## config.mk

```make
export PLATFORM = sky130hd
export DESIGN_NAME = vec_execute_unit_flat
export DESIGN_NICKNAME = d
export VERILOG_FILES = /design/src/rtl/vec_execute_unit_if.sv /design/src/rtl/vec_execute_unit.sv /design/src/flat_wrapper.sv
export SDC_FILE = /design/constraint.sdc
export NUM_CORES = 2
export LEC_CHECK = 0
export BUFFER_PORTS_ARGS = -buffer_cell sky130_fd_sc_hd__buf_2
export CAP_MARGIN = 20
export CORE_MARGIN = 8
export CORE_UTILIZATION = 55
export DETAILED_ROUTE_END_ITERATION = 16
export GPL_ROUTABILITY_DRIVEN = 0
export GPL_TIMING_DRIVEN = 0
export PLACE_DENSITY_LB_ADDON = 0.1
export SLEW_MARGIN = 20
export SYNTH_ARGS = -nofsm -noshare
export SYNTH_HDL_FRONTEND = slang
export SYNTH_SLANG_ARGS = --single-unit
```

## constraint.sdc

```tcl
create_clock -name I_CLOCK -period 14.1 [get_ports I_CLOCK]
set_input_delay 0.705 -clock I_CLOCK [delete_from_list [all_inputs] [get_ports I_CLOCK]]
set_output_delay 0.705 -clock I_CLOCK [all_outputs]
set_load 0.02 [all_outputs]
```

## src/rtl/vec_execute_unit_if.sv

```systemverilog
// Decode-to-execute and execute-to-writeback signal bundle for vec_execute_unit.
// The slave modport is the execute unit's view; master is the upstream/downstream side.
interface vec_execute_unit_if #(
    parameter int NUM_LANES     = 4,
    parameter int LANE_WIDTH    = 16,
    parameter int VREG_ID_WIDTH = 6
);
    localparam int IDX_WIDTH = (NUM_LANES > 1) ? $clog2(NUM_LANES) : 1;
    localparam int VEC_WIDTH = NUM_LANES * LANE_WIDTH;

    logic                     I_Valid;
    logic                     O_Ready;
    logic [2:0]               I_Op;
    logic [VEC_WIDTH-1:0]     I_Src1Vec;
    logic [VEC_WIDTH-1:0]     I_Src2Vec;
    logic [LANE_WIDTH-1:0]    I_Imm;
    logic [IDX_WIDTH-1:0]     I_Idx;
    logic [VREG_ID_WIDTH-1:0] I_DestVRegIdx;
    logic                     I_Stall;
    logic                     O_Valid;
    logic [VEC_WIDTH-1:0]     O_VecDestValue;
    logic [VREG_ID_WIDTH-1:0] O_DestVRegIdx;
    logic                     O_VRegWEn;
    logic [NUM_LANES-1:0]     O_ZeroMask;
    logic                     O_Busy;

    modport master (
        output I_Valid, I_Op, I_Src1Vec, I_Src2Vec, I_Imm, I_Idx, I_DestVRegIdx, I_Stall,
        input  O_Ready, O_Valid, O_VecDestValue, O_DestVRegIdx, O_VRegWEn, O_ZeroMask, O_Busy
    );

    modport slave (
        input  I_Valid, I_Op, I_Src1Vec, I_Src2Vec, I_Imm, I_Idx, I_DestVRegIdx, I_Stall,
        output O_Ready, O_Valid, O_VecDestValue, O_DestVRegIdx, O_VRegWEn, O_ZeroMask, O_Busy
    );
endinterface

```

## src/rtl/vec_execute_unit.sv

```systemverilog
// SIMD vector execute stage: single-cycle lane ALU ops, multi-cycle lane multiply,
// valid/ready acceptance and a single registered output slot held under downstream stall.
module vec_execute_unit #(
    parameter int NUM_LANES     = 4,
    parameter int LANE_WIDTH    = 16,
    parameter int VREG_ID_WIDTH = 6,
    parameter int MUL_CYCLES    = 3
) (
    input  logic             I_CLOCK,
    input  logic             I_RESET_N,
    vec_execute_unit_if.slave bus
);
    localparam int VEC_WIDTH = NUM_LANES * LANE_WIDTH;
    localparam int CNT_W     = (MUL_CYCLES > 1) ? $clog2(MUL_CYCLES) : 1;

    localparam logic [2:0] OP_VADD     = 3'd0;
    localparam logic [2:0] OP_VSUB     = 3'd1;
    localparam logic [2:0] OP_VAND     = 3'd2;
    localparam logic [2:0] OP_VMOV     = 3'd3;
    localparam logic [2:0] OP_VMOVI    = 3'd4;
    localparam logic [2:0] OP_VCOMPMOV = 3'd5;
    localparam logic [2:0] OP_VMUL     = 3'd6;
    localparam logic [2:0] OP_RSVD     = 3'd7;

    localparam logic [0:0] ST_IDLE = 1'b0;
    localparam logic [0:0] ST_MUL  = 1'b1;

    logic [0:0]               state_q,    state_d;
    logic [CNT_W-1:0]         cnt_q,      cnt_d;
    logic [VEC_WIDTH-1:0]     mul_a_q,    mul_a_d;
    logic [VEC_WIDTH-1:0]     mul_b_q,    mul_b_d;
    logic [VREG_ID_WIDTH-1:0] mul_dest_q, mul_dest_d;
    logic                     valid_q,    valid_d;
    logic [VEC_WIDTH-1:0]     vec_q,      vec_d;
    logic [VREG_ID_WIDTH-1:0] dest_q,     dest_d;
    logic                     wen_q,      wen_d;
    logic [NUM_LANES-1:0]     zmask_q,    zmask_d;

    logic                     ready;
    logic                     accept;
    logic                     slot_blocked;
    logic                     mul_done;
    logic [VEC_WIDTH-1:0]     alu_vec;
    logic [VEC_WIDTH-1:0]     mul_vec;
    logic [VEC_WIDTH-1:0]     load_vec;

    assign slot_blocked = valid_q && bus.I_Stall;
    // Ready is held low while reset is asserted so every output reads 0 during reset.
    assign ready    = I_RESET_N && (state_q == ST_IDLE) && !slot_blocked;
    assign accept   = bus.I_Valid && ready;
    assign mul_done = (state_q == ST_MUL) && (cnt_q == '0) && !slot_blocked;

    always_comb begin
        alu_vec = '0;
        for (int unsigned k = 0; k < NUM_LANES; k++) begin
            logic [LANE_WIDTH-1:0] a;
            logic [LANE_WIDTH-1:0] b;
            logic [LANE_WIDTH-1:0] r;
            a = bus.I_Src1Vec[k*LANE_WIDTH +: LANE_WIDTH];
            b = bus.I_Src2Vec[k*LANE_WIDTH +: LANE_WIDTH];
            r = '0;
            case (bus.I_Op)
                OP_VADD:     r = a + b;
                OP_VSUB:     r = a - b;
                OP_VAND:     r = a & b;
                OP_VMOV:     r = a;
                OP_VMOVI:    r = bus.I_Imm;
                OP_VCOMPMOV: r = (k == 32'(bus.I_Idx)) ? bus.I_Imm : a;
                default:     r = '0;
            endcase
            alu_vec[k*LANE_WIDTH +: LANE_WIDTH] = r;
        end
    end

    // Lane products are taken from the latched operands; only the low LANE_WIDTH bits are kept.
    always_comb begin
        mul_vec = '0;
        for (int unsigned k = 0; k < NUM_LANES; k++) begin
            logic [LANE_WIDTH-1:0] p;
            p = mul_a_q[k*LANE_WIDTH +: LANE_WIDTH] * mul_b_q[k*LANE_WIDTH +: LANE_WIDTH];
            mul_vec[k*LANE_WIDTH +: LANE_WIDTH] = p;
        end
    end

    always_comb begin
        state_d    = state_q;
        cnt_d      = cnt_q;
        mul_a_d    = mul_a_q;
        mul_b_d    = mul_b_q;
        mul_dest_d = mul_dest_q;
        case (state_q)
            ST_IDLE: begin
                if (accept && (bus.I_Op == OP_VMUL)) begin
                    state_d    = ST_MUL;
                    cnt_d      = CNT_W'(MUL_CYCLES - 1);
                    mul_a_d    = bus.I_Src1Vec;
                    mul_b_d    = bus.I_Src2Vec;
                    mul_dest_d = bus.I_DestVRegIdx;
                end
            end
            ST_MUL: begin
                if (cnt_q != '0) begin
                    cnt_d = cnt_q - CNT_W'(1);
                end else if (mul_done) begin
                    state_d = ST_IDLE;
                end
            end
            default: begin
                state_d = ST_IDLE;
                cnt_d   = '0;
            end
        endcase
    end

    // A new result always wins over draining, so a drain and load in one cycle keeps O_Valid high.
    always_comb begin
        valid_d  = valid_q;
        vec_d    = vec_q;
        dest_d   = dest_q;
        wen_d    = wen_q;
        zmask_d  = zmask_q;
        load_vec = '0;
        if (accept && (bus.I_Op != OP_VMUL)) begin
            load_vec = alu_vec;
            valid_d  = 1'b1;
            vec_d    = alu_vec;
            dest_d   = bus.I_DestVRegIdx;
            wen_d    = (bus.I_Op != OP_RSVD);
            for (int unsigned k = 0; k < NUM_LANES; k++) begin
                zmask_d[k] = (load_vec[k*LANE_WIDTH +: LANE_WIDTH] == '0);
            end
        end else if (mul_done) begin
            load_vec = mul_vec;
            valid_d  = 1'b1;
            vec_d    = mul_vec;
            dest_d   = mul_dest_q;
            wen_d    = 1'b1;
            for (int unsigned k = 0; k < NUM_LANES; k++) begin
                zmask_d[k] = (load_vec[k*LANE_WIDTH +: LANE_WIDTH] == '0);
            end
        end else if (valid_q && !bus.I_Stall) begin
            valid_d = 1'b0;
        end
    end

    always_ff @(posedge I_CLOCK or negedge I_RESET_N) begin
        if (!I_RESET_N) begin
            state_q    <= ST_IDLE;
            cnt_q      <= '0;
            mul_a_q    <= '0;
            mul_b_q    <= '0;
            mul_dest_q <= '0;
            valid_q    <= 1'b0;
            vec_q      <= '0;
            dest_q     <= '0;
            wen_q      <= 1'b0;
            zmask_q    <= '0;
        end else begin
            state_q    <= state_d;
            cnt_q      <= cnt_d;
            mul_a_q    <= mul_a_d;
            mul_b_q    <= mul_b_d;
            mul_dest_q <= mul_dest_d;
            valid_q    <= valid_d;
            vec_q      <= vec_d;
            dest_q     <= dest_d;
            wen_q      <= wen_d;
            zmask_q    <= zmask_d;
        end
    end

    assign bus.O_Ready        = ready;
    assign bus.O_Valid        = valid_q;
    assign bus.O_VecDestValue = vec_q;
    assign bus.O_DestVRegIdx  = dest_q;
    assign bus.O_VRegWEn      = wen_q;
    assign bus.O_ZeroMask     = zmask_q;
    assign bus.O_Busy         = (state_q == ST_MUL);
endmodule

```

## src/flat_wrapper.sv

```systemverilog
// flat-port wrapper written by rule: the top's interface ports become plain ports
module vec_execute_unit_flat 
#(
    parameter int NUM_LANES     = 4,
    parameter int LANE_WIDTH    = 16,
    parameter int VREG_ID_WIDTH = 6,
    parameter int MUL_CYCLES    = 3
)
  (I_CLOCK, I_RESET_N, bus_I_Valid, bus_I_Op, bus_I_Src1Vec, bus_I_Src2Vec, bus_I_Imm, bus_I_Idx, bus_I_DestVRegIdx, bus_I_Stall, bus_O_Ready, bus_O_Valid, bus_O_VecDestValue, bus_O_DestVRegIdx, bus_O_VRegWEn, bus_O_ZeroMask, bus_O_Busy);
  vec_execute_unit_if #(.NUM_LANES(NUM_LANES), .LANE_WIDTH(LANE_WIDTH), .VREG_ID_WIDTH(VREG_ID_WIDTH)) bus_i ();
  input  logic I_CLOCK;
  input  logic I_RESET_N;
  input wire logic [$bits(bus_i.I_Valid)-1:0] bus_I_Valid;
  input wire logic [$bits(bus_i.I_Op)-1:0] bus_I_Op;
  input wire logic [$bits(bus_i.I_Src1Vec)-1:0] bus_I_Src1Vec;
  input wire logic [$bits(bus_i.I_Src2Vec)-1:0] bus_I_Src2Vec;
  input wire logic [$bits(bus_i.I_Imm)-1:0] bus_I_Imm;
  input wire logic [$bits(bus_i.I_Idx)-1:0] bus_I_Idx;
  input wire logic [$bits(bus_i.I_DestVRegIdx)-1:0] bus_I_DestVRegIdx;
  input wire logic [$bits(bus_i.I_Stall)-1:0] bus_I_Stall;
  output wire logic [$bits(bus_i.O_Ready)-1:0] bus_O_Ready;
  output wire logic [$bits(bus_i.O_Valid)-1:0] bus_O_Valid;
  output wire logic [$bits(bus_i.O_VecDestValue)-1:0] bus_O_VecDestValue;
  output wire logic [$bits(bus_i.O_DestVRegIdx)-1:0] bus_O_DestVRegIdx;
  output wire logic [$bits(bus_i.O_VRegWEn)-1:0] bus_O_VRegWEn;
  output wire logic [$bits(bus_i.O_ZeroMask)-1:0] bus_O_ZeroMask;
  output wire logic [$bits(bus_i.O_Busy)-1:0] bus_O_Busy;
  assign bus_i.I_Valid = bus_I_Valid;
  assign bus_i.I_Op = bus_I_Op;
  assign bus_i.I_Src1Vec = bus_I_Src1Vec;
  assign bus_i.I_Src2Vec = bus_I_Src2Vec;
  assign bus_i.I_Imm = bus_I_Imm;
  assign bus_i.I_Idx = bus_I_Idx;
  assign bus_i.I_DestVRegIdx = bus_I_DestVRegIdx;
  assign bus_i.I_Stall = bus_I_Stall;
  assign bus_O_Ready = bus_i.O_Ready;
  assign bus_O_Valid = bus_i.O_Valid;
  assign bus_O_VecDestValue = bus_i.O_VecDestValue;
  assign bus_O_DestVRegIdx = bus_i.O_DestVRegIdx;
  assign bus_O_VRegWEn = bus_i.O_VRegWEn;
  assign bus_O_ZeroMask = bus_i.O_ZeroMask;
  assign bus_O_Busy = bus_i.O_Busy;
  vec_execute_unit #(.NUM_LANES(NUM_LANES), .LANE_WIDTH(LANE_WIDTH), .VREG_ID_WIDTH(VREG_ID_WIDTH), .MUL_CYCLES(MUL_CYCLES)) u_core (.I_CLOCK(I_CLOCK), .I_RESET_N(I_RESET_N), .bus(bus_i));
endmodule
```

==> results.md <==
Routing:
- For this block, the routed nets add up to 108000 um of wire.
- In this run the remaining antenna-violating nets after routing total 0.
- The number of remaining DRC errors is 0.
- In the final routed layout, each cell accounts on average for 24.6 um.
- The number of vias per cell after detailed routing is 6.25.
- The number of vias after detailed routing is 27324.
- Before antenna repair, the detailed router went through 6 iterations.
- The number of design-rule violations left by the first detailed-router iteration is 2897.

Die:
- The x dimension of the die is 250 um.
- For this configuration, the core starts out at a cell density of 0.557.
- The count of boundary I/O pins is 237.
- The core region is 0.0539 mm^2.
- The overall die height is 250 um.
- The die covers 0.0623 mm^2.
- The floorplan has 85 rows.

Yosys:
- Summed over all instances, the cell type with the most area after synthesis is fa_1.
- Sorting the synthesized cells by area gives the leading types as fa_1, dfrtp_1, ha_1.
- During synthesis, Yosys emitted a total of 0 warnings.
- Summing every instance area after synthesis gives 0.0300 mm^2.
- Synthesis inferred 213 register bits.
- The fraction of synthesis flops using an asynchronous set or reset pin is 1.00.
- The number of enable-type register cells in the synthesized netlist is 0.
- In the synthesized netlist the dominant register cell turns out to be dfrtp_1.
- The number of nets in the synthesized netlist is 4139.
- The instance count of the mapped netlist is 3391.
- Of the synthesized area, sequential elements account for 0.178.
- A synthesized cell averages 8.85 um^2.
- In this run, distinct cell masters in the synthesized netlist total 86.
- The share of synthesized area in the top cell type comes to 0.216.

Timing:
- Setup violations remaining at the end of the flow were counted as 0.
- The maximum clock frequency is 151 MHz.
- The number of max-slew violations in the final report is 0.
- The number of hold violations in the final report came to 0.
- The smallest clock period supported by the final layout is computed as 6.61 ns.
- Setup repair after global routing left no endpoint under its margin.
- The final setup slack of the worst path is 7.49 ns.
- In this run the tightest slew margin relative to its limit is 0.226.
- The portion of the clock cycle consumed by the worst path in the final layout is 0.469.
- Between clock sinks in the finished design, the worst skew comes to 0.0389 ns.
- The worst-margin pin slew is 1.16 ns.
- The setup TNS is 0 ns.

Clocking:
- The clock net in this run drives a total of 213 sinks.
- The clock root buffer master is clkbuf_16.
- CTS built an H-tree with a depth of 1.
- The maximum root-to-sink buffer count is 3.
- Gates resized during post-CTS repair numbered 0.
- Buffers inserted during clock tree synthesis total 27.
- Clock-pin slew was measured on the worst setup and hold paths at 0.06 ns.
- The clock reaches the later pin of the worst-skew pair after 0.59 ns.
- The CTS tree is built.

Critical path:
- The worst path required time is 14.59 ns.
- The kind of capture point of the worst setup path is a flop.
- The largest fanout on the critical path is 10.
- The kind of critical path is reg -> reg.
- The critical path data arrival time is 7.10 ns.
- The type of origin of the critical path is a flop.

Place:
- Once placement finished, the instance area stood at 0.0321 mm^2.
- The half-perimeter wire length after placement is 86400 um.
- Port buffering added 234 buffers.
- Timing analysis after detailed placement gives a worst setup slack of 7.52 ns.

Min path:
- The class of the worst hold path is in -> reg.

Layout:
- Registers take 0.00533 mm^2.
- In the final design database the tool counted 4405 nets.
- The most common library cell in the layout ignoring fill and taps is nand2_1.
- The number of inserted filler cells in the final layout is 4707.
- The area occupied by multi-input gates is 0.0224 mm^2.
- The top cell types in the final layout, fill and taps aside, are nand2_1, inv_1, fa_1.
- The signed area change from the synthesized netlist to the final layout is 10.1%.
- The fraction of layout instances using a drive strength above 1 is 0.120.
- Once layout is complete, the utilization of the core stands at 0.613.
- The total non-filler cell area in the finished layout is 0.0331 mm^2.

Global routing:
- Entering global routing, the biggest net connects 97 pins.
- The first global-routing pass estimated 164000 um of wire.
- The initial antenna violation count is 5.
- The via count of the first global-routing pass is 28111.
- The remaining global-route overflow is 0.
- For this run, the total global-route usage over all layers was measured as 0.338.

Outcome:
- The flow ran to the end, and the final reports show no timing, DRC or antenna violations.

Flow run:
- The tool flagged a number of max-cap violations equal to 0.
[state kept, by name (all words and copies together), names as in the netlist]
register / flops
u_core.bus.O_Busy: 1
u_core.bus.O_DestVRegIdx: 6
u_core.bus.O_VRegWEn: 1
u_core.bus.O_Valid: 1
u_core.bus.O_VecDestValue: 64
u_core.bus.O_ZeroMask: 4
u_core.cnt_q: 2
u_core.mul_a_q: 64
u_core.mul_b_q: 64
u_core.mul_dest_q: 6
[cell usage after synthesis (all sizes together) (11+ instances only)]
library cell / count
a31oi: 17
and3: 24
o211ai: 16
nand4: 21
a21oi: 114
o31ai: 14
mux2i: 11
a22oi: 44
and2: 214
o21a: 12
nor3: 32
o221ai: 23
xor2: 66
o41ai: 11
a21o: 41
nand2b: 32
buf: 21
mux2: 122
inv: 437
clkbuf: 138
a211oi: 29
nor2b: 17
nand2: 468
dfrtp: 213
xnor2: 175
fa: 324
o21ai: 137
a221oi: 15
nor2: 118
nor4: 17
ha: 265
nand3: 29
a221o: 15
[repair_timing]
| action | CTS | global route |
|---|---|---|
| setup endpoints to repair | 0 | 0 |
| hold endpoints to repair | 16 | 0 |
| hold buffers | 1 | 0 |
| setup buffers | 0 | 0 |
[stage by stage]
step / std cells / hold WS (ns)
after floorplan: 3391 / 0.409
after global placement: 4321 / 0.455
after detailed placement: 4323 / 0.458
after CTS: 4372 / 0.351
after global routing: 4373 / 0.357
final: 4374 / 0.353
[kinds of logic after synthesis]
family,after synthesis,share of synthesized area
muxes,133,0.0494
and+or+nand+nor,1026,0.166
DFF,213,0.178
xor gates and xnor gates,241,0.0706
buffers and inverters,596,0.0752
AOI/OAI and AO/OA,593,0.135
adders and majority gates,589,0.326
[final cells by class]
class,instances,share of cell area
Buffer,159,0.0187
Multi-Input combinational cell,2582,0.679
Clock inverter,10,0.00375
Antenna cell,2,0.000151
Sequential cell,213,0.161
Timing Repair Buffer,237,0.0377
Inverter,437,0.0496
Clock buffer,38,0.0238
Tap cell,696,0.0263
[layer usage]
| layer | GRT usage | vias to the layer above | share of wire |
|---|---|---|---|
| met2 | 0.520 | 1554 | 0.43 |
| met4 | 0.178 | 10 | 0.063 |
| met3 | 0.0847 | 393 | 0.11 |
| met1 | 0.437 | 13510 | 0.39 |
| li1 | - | 11857 | - |
| met5 | 0 | - | 0.00061 |
[path summary, 6_finish.rpt]
path	startpoint	endpoint	slack, ns	depth (start not counted)
worst max register to register	u_core.mul_b_q[49]$_DFFE_PN0P_	u_core.bus.O_ZeroMask[3]$_DFFE_PN0P_	7.49	20
worst min-delay path	bus_I_DestVRegIdx[0]	u_core.bus.O_DestVRegIdx[0]$_DFFE_PN0P_	0.35	3
worst min register to register	u_core.bus.O_DestVRegIdx[3]$_DFFE_PN0P_	u_core.bus.O_DestVRegIdx[3]$_DFFE_PN0P_	0.47	2
worst max-delay path	u_core.mul_b_q[49]$_DFFE_PN0P_	u_core.bus.O_ZeroMask[3]$_DFFE_PN0P_	7.49	20
max in group asynchronous	I_RESET_N	u_core.mul_a_q[7]$_DFFE_PN0P_	12.68	3
min in group asynchronous	I_RESET_N	u_core.mul_b_q[38]$_DFFE_PN0P_	0.56	2
[critical path, stage by stage (launching register included)]
cell and delay [ns]:
dfrtp_1 0.53, clkbuf_1 0.56, nand2_1 0.17, fa_1 0.54
fa_1 0.58, fa_1 0.45, fa_1 0.54, inv_1 0.05
fa_1 0.47, inv_1 0.05, fa_1 0.47, inv_1 0.04
ha_1 0.35, and3_1 0.19, a21oi_1 0.13, o21ai_0 0.21
o41ai_1 0.35, xor2_1 0.35, and3_1 0.27, a32oi_1 0.11
o31ai_1 0.12
Power is not shown: default switching activity piles up to over one toggle a cycle in this logic, so the estimate is an artifact.
